File: src/rtl/wb_pkg.sv
// Shared types and bus tag constants for the writeback stage.
package wb_pkg;

  typedef enum logic [1:0] {
    IDLE = 2'd0,
    ADDR = 2'd1,
    DATA = 2'd2
  } wb_state_t;

  typedef enum logic [1:0] {
    ST_SD = 2'b00,
    ST_SW = 2'b01,
    ST_SH = 2'b10,
    ST_SB = 2'b11
  } store_type_t;

  localparam logic       TAG_WRITE = 1'b0;
  localparam logic       TAG_READ  = 1'b1;
  localparam logic [3:0] TAG_MMIO  = 4'b0011;

  // Tag layout: {direction, space, reserved[5:0], store size}
  function automatic logic [12:0] store_tag(input store_type_t st);
    return {TAG_WRITE, TAG_MMIO, 6'b000000, st};
  endfunction

endpackage

File: src/rtl/store_bus_master.sv
// Store sequencer: latches a store in IDLE and issues it as an address beat
// followed by a data beat on the system bus; counts completed stores.
//
// state | meaning
// IDLE  | no store in flight, a store may be accepted
// ADDR  | address beat presented, waiting for ack
// DATA  | data beat presented, waiting for ack
module store_bus_master
  import wb_pkg::*;
#(
  parameter int BUS_DATA_WIDTH = 64,
  parameter int BUS_TAG_WIDTH  = 13
) (
  input  logic                      clk,
  input  logic                      reset_n,
  input  logic                      mem_write,
  input  logic [BUS_DATA_WIDTH-1:0] store_addr,
  input  logic [BUS_DATA_WIDTH-1:0] store_data,
  input  logic [1:0]                store_type,
  input  logic                      bus_reqack,
  output logic                      bus_reqcyc,
  output logic [BUS_DATA_WIDTH-1:0] bus_req,
  output logic [BUS_TAG_WIDTH-1:0]  bus_reqtag,
  output logic [31:0]               store_count,
  output wb_state_t                 state
);

  logic [BUS_DATA_WIDTH-1:0] data_q;

  // Bus outputs are loaded from the next state so beats hold steady without ack.
  always_ff @(posedge clk or negedge reset_n) begin
    if (!reset_n) begin
      state       <= IDLE;
      data_q      <= '0;
      bus_reqcyc  <= 1'b0;
      bus_req     <= '0;
      bus_reqtag  <= '0;
      store_count <= '0;
    end else begin
      case (state)
        IDLE: begin
          if (mem_write) begin
            state      <= ADDR;
            data_q     <= store_data;
            bus_reqcyc <= 1'b1;
            bus_req    <= store_addr;
            bus_reqtag <= BUS_TAG_WIDTH'(store_tag(store_type_t'(store_type)));
          end
        end
        ADDR: begin
          if (bus_reqack) begin
            state   <= DATA;
            bus_req <= data_q;
          end
        end
        DATA: begin
          if (bus_reqack) begin
            state       <= IDLE;
            bus_reqcyc  <= 1'b0;
            bus_req     <= '0;
            bus_reqtag  <= '0;
            store_count <= store_count + 32'd1;
          end
        end
        default: state <= IDLE;
      endcase
    end
  end

endmodule

File: src/rtl/writeback.sv
// Final pipeline stage: commits results to the register file and hands
// stores to the bus master, stalling upstream while a store is in flight.
module writeback
  import wb_pkg::*;
#(
  parameter int BUS_DATA_WIDTH = 64,
  parameter int BUS_TAG_WIDTH  = 13
) (
  input  logic                      clk,
  input  logic                      reset_n,
  input  logic [4:0]                inDestRegister,
  input  logic                      inRegWrite,
  input  logic                      inMemOrReg,
  input  logic                      inMemWrite,
  input  logic [BUS_DATA_WIDTH-1:0] inResult,
  input  logic [BUS_DATA_WIDTH-1:0] inReadData,
  input  logic [BUS_DATA_WIDTH-1:0] inDataReg2,
  input  logic [1:0]                inStoreType,
  input  logic                      bus_reqack,
  output logic                      bus_reqcyc,
  output logic [BUS_DATA_WIDTH-1:0] bus_req,
  output logic [BUS_TAG_WIDTH-1:0]  bus_reqtag,
  output logic                      outRegWrEn,
  output logic [4:0]                outRegWrAddr,
  output logic [BUS_DATA_WIDTH-1:0] outRegWrData,
  output logic                      outStall,
  output logic [31:0]               outStoreCount
);

  wb_state_t store_state;

  store_bus_master #(
    .BUS_DATA_WIDTH(BUS_DATA_WIDTH),
    .BUS_TAG_WIDTH (BUS_TAG_WIDTH)
  ) u_store (
    .clk        (clk),
    .reset_n    (reset_n),
    .mem_write  (inMemWrite),
    .store_addr (inResult),
    .store_data (inDataReg2),
    .store_type (inStoreType),
    .bus_reqack (bus_reqack),
    .bus_reqcyc (bus_reqcyc),
    .bus_req    (bus_req),
    .bus_reqtag (bus_reqtag),
    .store_count(outStoreCount),
    .state      (store_state)
  );

  assign outStall = (store_state != IDLE);

  // x0 is hardwired to zero, so writes to it are dropped here.
  always_ff @(posedge clk or negedge reset_n) begin
    if (!reset_n) begin
      outRegWrEn   <= 1'b0;
      outRegWrAddr <= '0;
      outRegWrData <= '0;
    end else begin
      outRegWrEn   <= inRegWrite && (inDestRegister != 5'd0) && !outStall;
      outRegWrAddr <= inDestRegister;
      outRegWrData <= inMemOrReg ? inReadData : inResult;
    end
  end

endmodule

File: config.mk
export PLATFORM = sky130hd
export DESIGN_NAME = writeback
export DESIGN_NICKNAME = d
export VERILOG_FILES = /design/src/rtl/wb_pkg.sv /design/src/rtl/store_bus_master.sv /design/src/rtl/writeback.sv
export SDC_FILE = /design/constraint.sdc
export NUM_CORES = 1
export LEC_CHECK = 0
export CORE_AREA = 2 2 150 152
export CTS_BUF_LIST = sky130_fd_sc_hd__clkbuf_2
export CTS_CLUSTER_DIAMETER = 150
export DETAILED_ROUTE_END_ITERATION = 10
export DIE_AREA = 0 0 152 154
export GPL_ROUTABILITY_DRIVEN = 0
export PLACE_DENSITY = 0.82
export SYNTH_ARGS = -nofsm -noshare
export SYNTH_HDL_FRONTEND = slang
export SYNTH_SLANG_ARGS = --single-unit
export TNS_END_PERCENT = 100
File: constraint.sdc
create_clock -name clk -period 5.84 [get_ports clk]
set_clock_uncertainty 0.2 [all_clocks]
set_input_delay 1.168 -clock clk [delete_from_list [all_inputs] [get_ports clk]]
set_output_delay 1.168 -clock clk [all_outputs]
set_load 0.02 [all_outputs]
==> results.ini, run 1 <==
[floorplan]
die_w_um=152
floorplan.initialDensity_pct=44.7
design.portCount=386
floorplan.die.height_um=154
core_area_sq_um=21700
placement_rows=54
fp.dieArea_sq_um=23400

[routing]
route.detailed.drc=0
detailedRoute.firstIterationViolations=281
dr_wl_cell_um=17.7
postRouteWirelength_um=26600
drt.antenna.violating_nets=0
vias=7550
route.detailed.vias_per_inst=5.02
drt-pass1-iter-count=4

[final_layout]
leading_cell_types_in_the_layout_fill_and_taps_excluded=clkdlybuf4s50_1, dfrtp_1, a21oi_1
postLayoutCoreUtil_pct=65.1
layout.cells.non_filler=1504
design_area_sq_um=14100
n_fill_cell=1646
syn2layout_area_growth_pct=45.7
final_common_cell=clkdlybuf4s50_1
nNetsFinal=1399
layout-drive-gt1-share_pct=19.2

[synthesis]
proportion_of_synthesized_area_in_mux_cells_pct=15.1
synth_fa_ha_area_share_pct=0.775
area_fraction_in_compound_gates_after_synthesis_pct=7.35
synth_ff_type=dfrtp_1
share_of_the_synthesized_netlist_area_taken_by_xor_and_xnor_gates_pct=2.80
syn_avg_cell_area_sq_um=12.2
synthDistinctLibCells=34
synth.ff_latch_count=235
synth_top_family_by_area=multiplexers
async_reset_ff_share_pct=100
syn_area_sq_um=9690
number_of_instances_in_the_synthesized_netlist=791
synth_enable_flop_cells=0
synth_sequential_area_ratio_pct=60.7
yosys.area_share.simple_pct=10.3
yosys_warnings=0

[clocking]
cts_sinks=235
post_cts_hold_buffer_count=0
clock_tree.buffer_depth=3
cts_htree_levels=2
path_clk_slew_ns=0.10
clock_tree_from_tritoncts=yes
clock-root-buffer=clkbuf_2
cts_repair_resize_count=0
clock_insertion_delay_worst_skew_ns=0.83
postCtsSetupBuffers=0
tritoncts.num_buffers=59

[placement]
portBuffers=376
placed_area_sq_um=13600
place_inst=1407
dpl_worst_slack_ns=2.47
hpwlAfterDp_um=18900

[worst_setup_path]
critical_path.endpoint_type=output port
critical_path_class=flip-flop to output port
setup.worst_path.start_class=flip-flop
required_ns=4.47
critical_path_arrival_ns=2.34
path_max_fanout=7

[power]
power_frac_seq_pct=39.6
internal-power_mw=3.80
p_switching_mw=2.42
power.total_mw=6.22
ir_worst_vdd_mv=0.306
switching_share_of_power_pct=38.9
static-leakage-power_nw=6.02
combPwrFrac_pct=44.4
clkPwrFrac_pct=16.0
p_per_area_nw_per_um2=440

[sta]
fin_tns_setup_ns=0
post-route-period-util_pct=63.4
clock_period_minus_worst_slack_ns=3.70
finalHoldWorstSlack_ns=0.171
layout_setup_ws_ns=2.14
final-max-slew-violation-count=0
relSlewSlack_pct=34.6
final_hold_viol_count=0
achievable-frequency_ghz=0.270
finalSetupViolations=0
worst_slew_pin_slew_ns=0.982
grt_setup_unrepaired=false

[global_route]
grt_use_total_pct=22.7
grt_max_degree=125
global_route_wire_length_before_repair_um=42600
grt_antenna_before_repair=1
global_route.overflow_total=0
via_count_of_the_first_global_routing_pass=8087

[worst_hold_path]
min_path_type=primary input to asynchronous set/reset pin

[status]
outcome=complete, no violations

[run]
drv_cap=0

worst max-delay path, cell delays in order (launching register included):
cell and delay [ns]:
dfrtp_1 0.42, inv_1 0.09, ha_2 0.22, inv_1 0.16
clkdlybuf4s50_1 0.64
area by class of cell:
class	count	area (sq um)	share of cell area, %
flip-flops and latches	235	5880	41.7
repair buffers	382	3820	27.1
multi-input cells	505	3570	25.3
clock buffers	81	405	2.87
well taps	280	350	2.48
clock inverters	15	61.3	0.434
inverters	5	18.8	0.133
diodes	1	2.50	0.0177
metal layers:
layer / vias to the layer above / part of all wire (%) / track usage [%]
li1: 3501 / - / -
met2: 334 / 50 / 39.0
met1: 3648 / 39 / 26.6
met5: - / 0 / 0
met3: 67 / 7.7 / 7.47
met4: 0 / 3.2 / 8.86
synthesized netlist by cell type (5+ instances only):
library cell  count  area [sq um]
a21oi_1         132           661
buf_2             6          30.0
buf_4            11          82.6
clkbuf_1         35           131
dfrtp_1         235          5880
ha_1              6          75.1
inv_1             5          18.8
mux2_2          130          1460
nand2_1          18          67.6
nand3_1           8          40.0
nand4_1           6          37.5
nor2_1           70           263
nor2b_1          66           413
xnor2_1          24           210
xor2_1            7          61.3
power by group through the flow:
stage	Combinational [mW]	Sequential [mW]	Clock, mW
after floorplan	1.28	2.79	0
after global placement	2.72	2.46	0
after detailed placement	2.79	2.49	0
after CTS	2.80	2.46	1.05
after global routing	3.00	2.52	1.13
final	2.76	2.46	0.997
registers in the layout (all words and copies together), names as in the netlist:
name and count:
u_store.store_count 32, u_store.data_q 64, u_store.bus_req 64, outRegWrAddr 5
outRegWrEn 1, outRegWrData 64, u_store.bus_reqtag 3, u_store.state 2
worst paths after layout:
check | startpoint | to | slack [ns] | cells after the start
min in group clk | u_store.store_count[31] | u_store.store_count[31] | 0.29 | 1
min reg2reg | u_store.store_count[31] | u_store.store_count[31] | 0.29 | 1
min | reset_n | outRegWrData[3] | 0.17 | 1
max reg2reg | u_store.state[0] | u_store.bus_req[17] | 3.29 | 6
max | u_store.state[0] | outStall | 2.14 | 4
max in group asynchronous | reset_n | u_store.bus_req[43] | 4.05 | 2
logic make-up (layout without fill, tap and decap cells):
group / Yosys count / in the layout
AO/OA/AOI/OAI: 140 / 140
XOR/XNOR: 31 / 31
adder cells (fa/ha/maj): 6 / 6
buffers and inverters: 59 / 483
flip-flops: 235 / 235
multiplexers: 130 / 130
other: 1 / 10
AND/OR/NAND/NOR: 189 / 189
Power figures use the tool's default switching activity.
==> inputs of run 2 (changes only) <==
- CORE_AREA: 2 2 150 152 -> default
- CORE_ASPECT_RATIO: default -> 1.5
- CORE_MARGIN: default -> 2
- CORE_UTILIZATION: default -> 41
- DIE_AREA: 0 0 152 154 -> default
- PLACE_DENSITY: 0.82 -> 0.79
- clock period: 5.84 -> 3.2 ns (I/O delays scaled with it)
==> run 2 against run 1 <==
Against the previous run:
- design area is 1.4% higher
- routed wire length is 3.3% higher
- worst hold slack worse by 0.055 ns
- register-to-register slack worse by 2.5 ns
- worst setup slack worse by 1.9 ns
==> results.ini, run 2 (synthesized netlist as in run 1, its figures left out) <==
[power]
power.total_mw=11.5
static-leakage-power_nw=6.10
p_per_area_nw_per_um2=800
ir_worst_vdd_mv=0.474

[clocking]
clock_insertion_delay_worst_skew_ns=0.85
cts_htree_levels=2
tritoncts.num_buffers=55
cts_sinks=235
clock_tree.buffer_depth=3
postCtsSetupBuffers=0
clock_tree_from_tritoncts=yes
clock-root-buffer=clkbuf_2
path_clk_slew_ns=0.13

[sta]
relSlewSlack_pct=45.2
clock_period_minus_worst_slack_ns=2.98
grt_setup_unrepaired=false
final-max-slew-violation-count=0
finalHoldWorstSlack_ns=0.117
final_hold_viol_count=0
worst_slew_pin_slew_ns=0.823
achievable-frequency_ghz=0.336
layout_setup_ws_ns=0.221
fin_tns_setup_ns=0
finalSetupViolations=0
post-route-period-util_pct=93.1

[global_route]
grt_use_total_pct=22.2
grt_antenna_before_repair=2
via_count_of_the_first_global_routing_pass=8189
global_route.overflow_total=0
grt_max_degree=78
global_route_wire_length_before_repair_um=42800

[final_layout]
multi_input_comb_area_sq_um=3570
final_common_cell=clkdlybuf4s50_1
n_fill_cell=1904
syn2layout_area_growth_pct=47.8
layout-drive-gt1-share_pct=19.6
register_area_sq_um=5880
nNetsFinal=1410
leading_cell_types_in_the_layout_fill_and_taps_excluded=clkdlybuf4s50_1, dfrtp_1, a21oi_1
top_regs=outRegWrData: 64 flops, u_store.bus_req: 64 flops, u_store.data_q: 64 flops

[routing]
route.detailed.vias_per_inst=4.88
drt-pass1-iter-count=4
detailedRoute.firstIterationViolations=321
dr_wl_cell_um=17.7
route.detailed.drc=0
drt.antenna.violating_nets=0
postRouteWirelength_um=27500
vias=7568

[worst_setup_path]
critical_path.most_common_cell=inv_1
path_max_fanout=7
critical_path_arrival_ns=2.14
setup.worst_path.start_class=flip-flop
critical_path.n_buffers_inverters=3
worst-r2r-cell-count=8
critical_path_class=flip-flop to output port
critPathSlowestCell=dfrtp_2
cp_cell_sequence=inv_1 > ha_2 > inv_1 > dlygate4sd2_1
critical_path.endpoint_type=output port
cp_slowest_stage_delay_ns=0.46
critical_path.top_delay_family=buffers and inverters
required_ns=2.36
timing.critical_path.depth=4

[floorplan]
floorplan.initialDensity_pct=41.9
placement_rows=68
core_area_sq_um=23100
fp.dieArea_sq_um=24900
design.portCount=386
floorplan.die.height_um=192
die_w_um=129

[worst_hold_path]
hold_path_depth=2
min_path_type=primary input to flip-flop

[placement]
portBuffers=376
dpl_worst_slack_ns=0.473
hpwlAfterDp_um=19600

[run]
drv_cap=0

[status]
outcome=complete, no violations

[run 2: final cells by class]
class	instances	share of cell area [%]
inverter	5	0.131
multi-input combinational	505	25.0
clock inverter	15	0.411
clock buffer	77	2.69
sequential	235	41.1
timing repair buffer	397	27.9
antenna	2	0.0350
tap	315	2.75
[run 2: timing repair]
action                                  in CTS  in global routing
endpoints found under the hold margin      130                  0
resized for setup                            1                  1
hold buffers                                 6                  0
endpoints found under the setup margin       1                  1
[run 2: final timing paths]
kind	start	to	slack (ns)
max reg2reg	u_store.state[1]	u_store.bus_req[41]	0.80
min	inRegWrite	outRegWrEn	0.12
max in group asynchronous	reset_n	outRegWrData[37]	1.73
max	u_store.state[0]	outStall	0.22
min in group asynchronous	reset_n	outRegWrData[15]	0.15
min reg2reg	u_store.store_count[31]	u_store.store_count[31]	0.28
[run 2: per-stage QoR]
| step | cell area [sq um] | instances | util (%) |
|---|---|---|---|
| after floorplan | 9720 | 799 | - |
| after detailed placement | 13800 | 1451 | 59.7 |
| after global placement | 13800 | 1451 | 59.7 |
| after CTS | 14300 | 1549 | 61.8 |
| after global routing | 14300 | 1550 | 61.9 |
| final | 14300 | 1551 | 61.9 |
[run 2: power breakdown]
group | total, mW | internal, mW | switching (mW)
logic | 5.15 | 2.37 | 2.78
registers | 4.49 | 3.96 | 0.534
clock network | 1.81 | 0.640 | 1.17
[run 2: layer usage]
layer / track usage (%) / routed length [um] / vias up
met5: 0 / 0 / -
met1: 24.0 / 9890 / 3686
met4: 9.47 / 911 / 0
met3: 6.32 / 2040 / 62
li1: - / - / 3530
met2: 40.1 / 14600 / 290
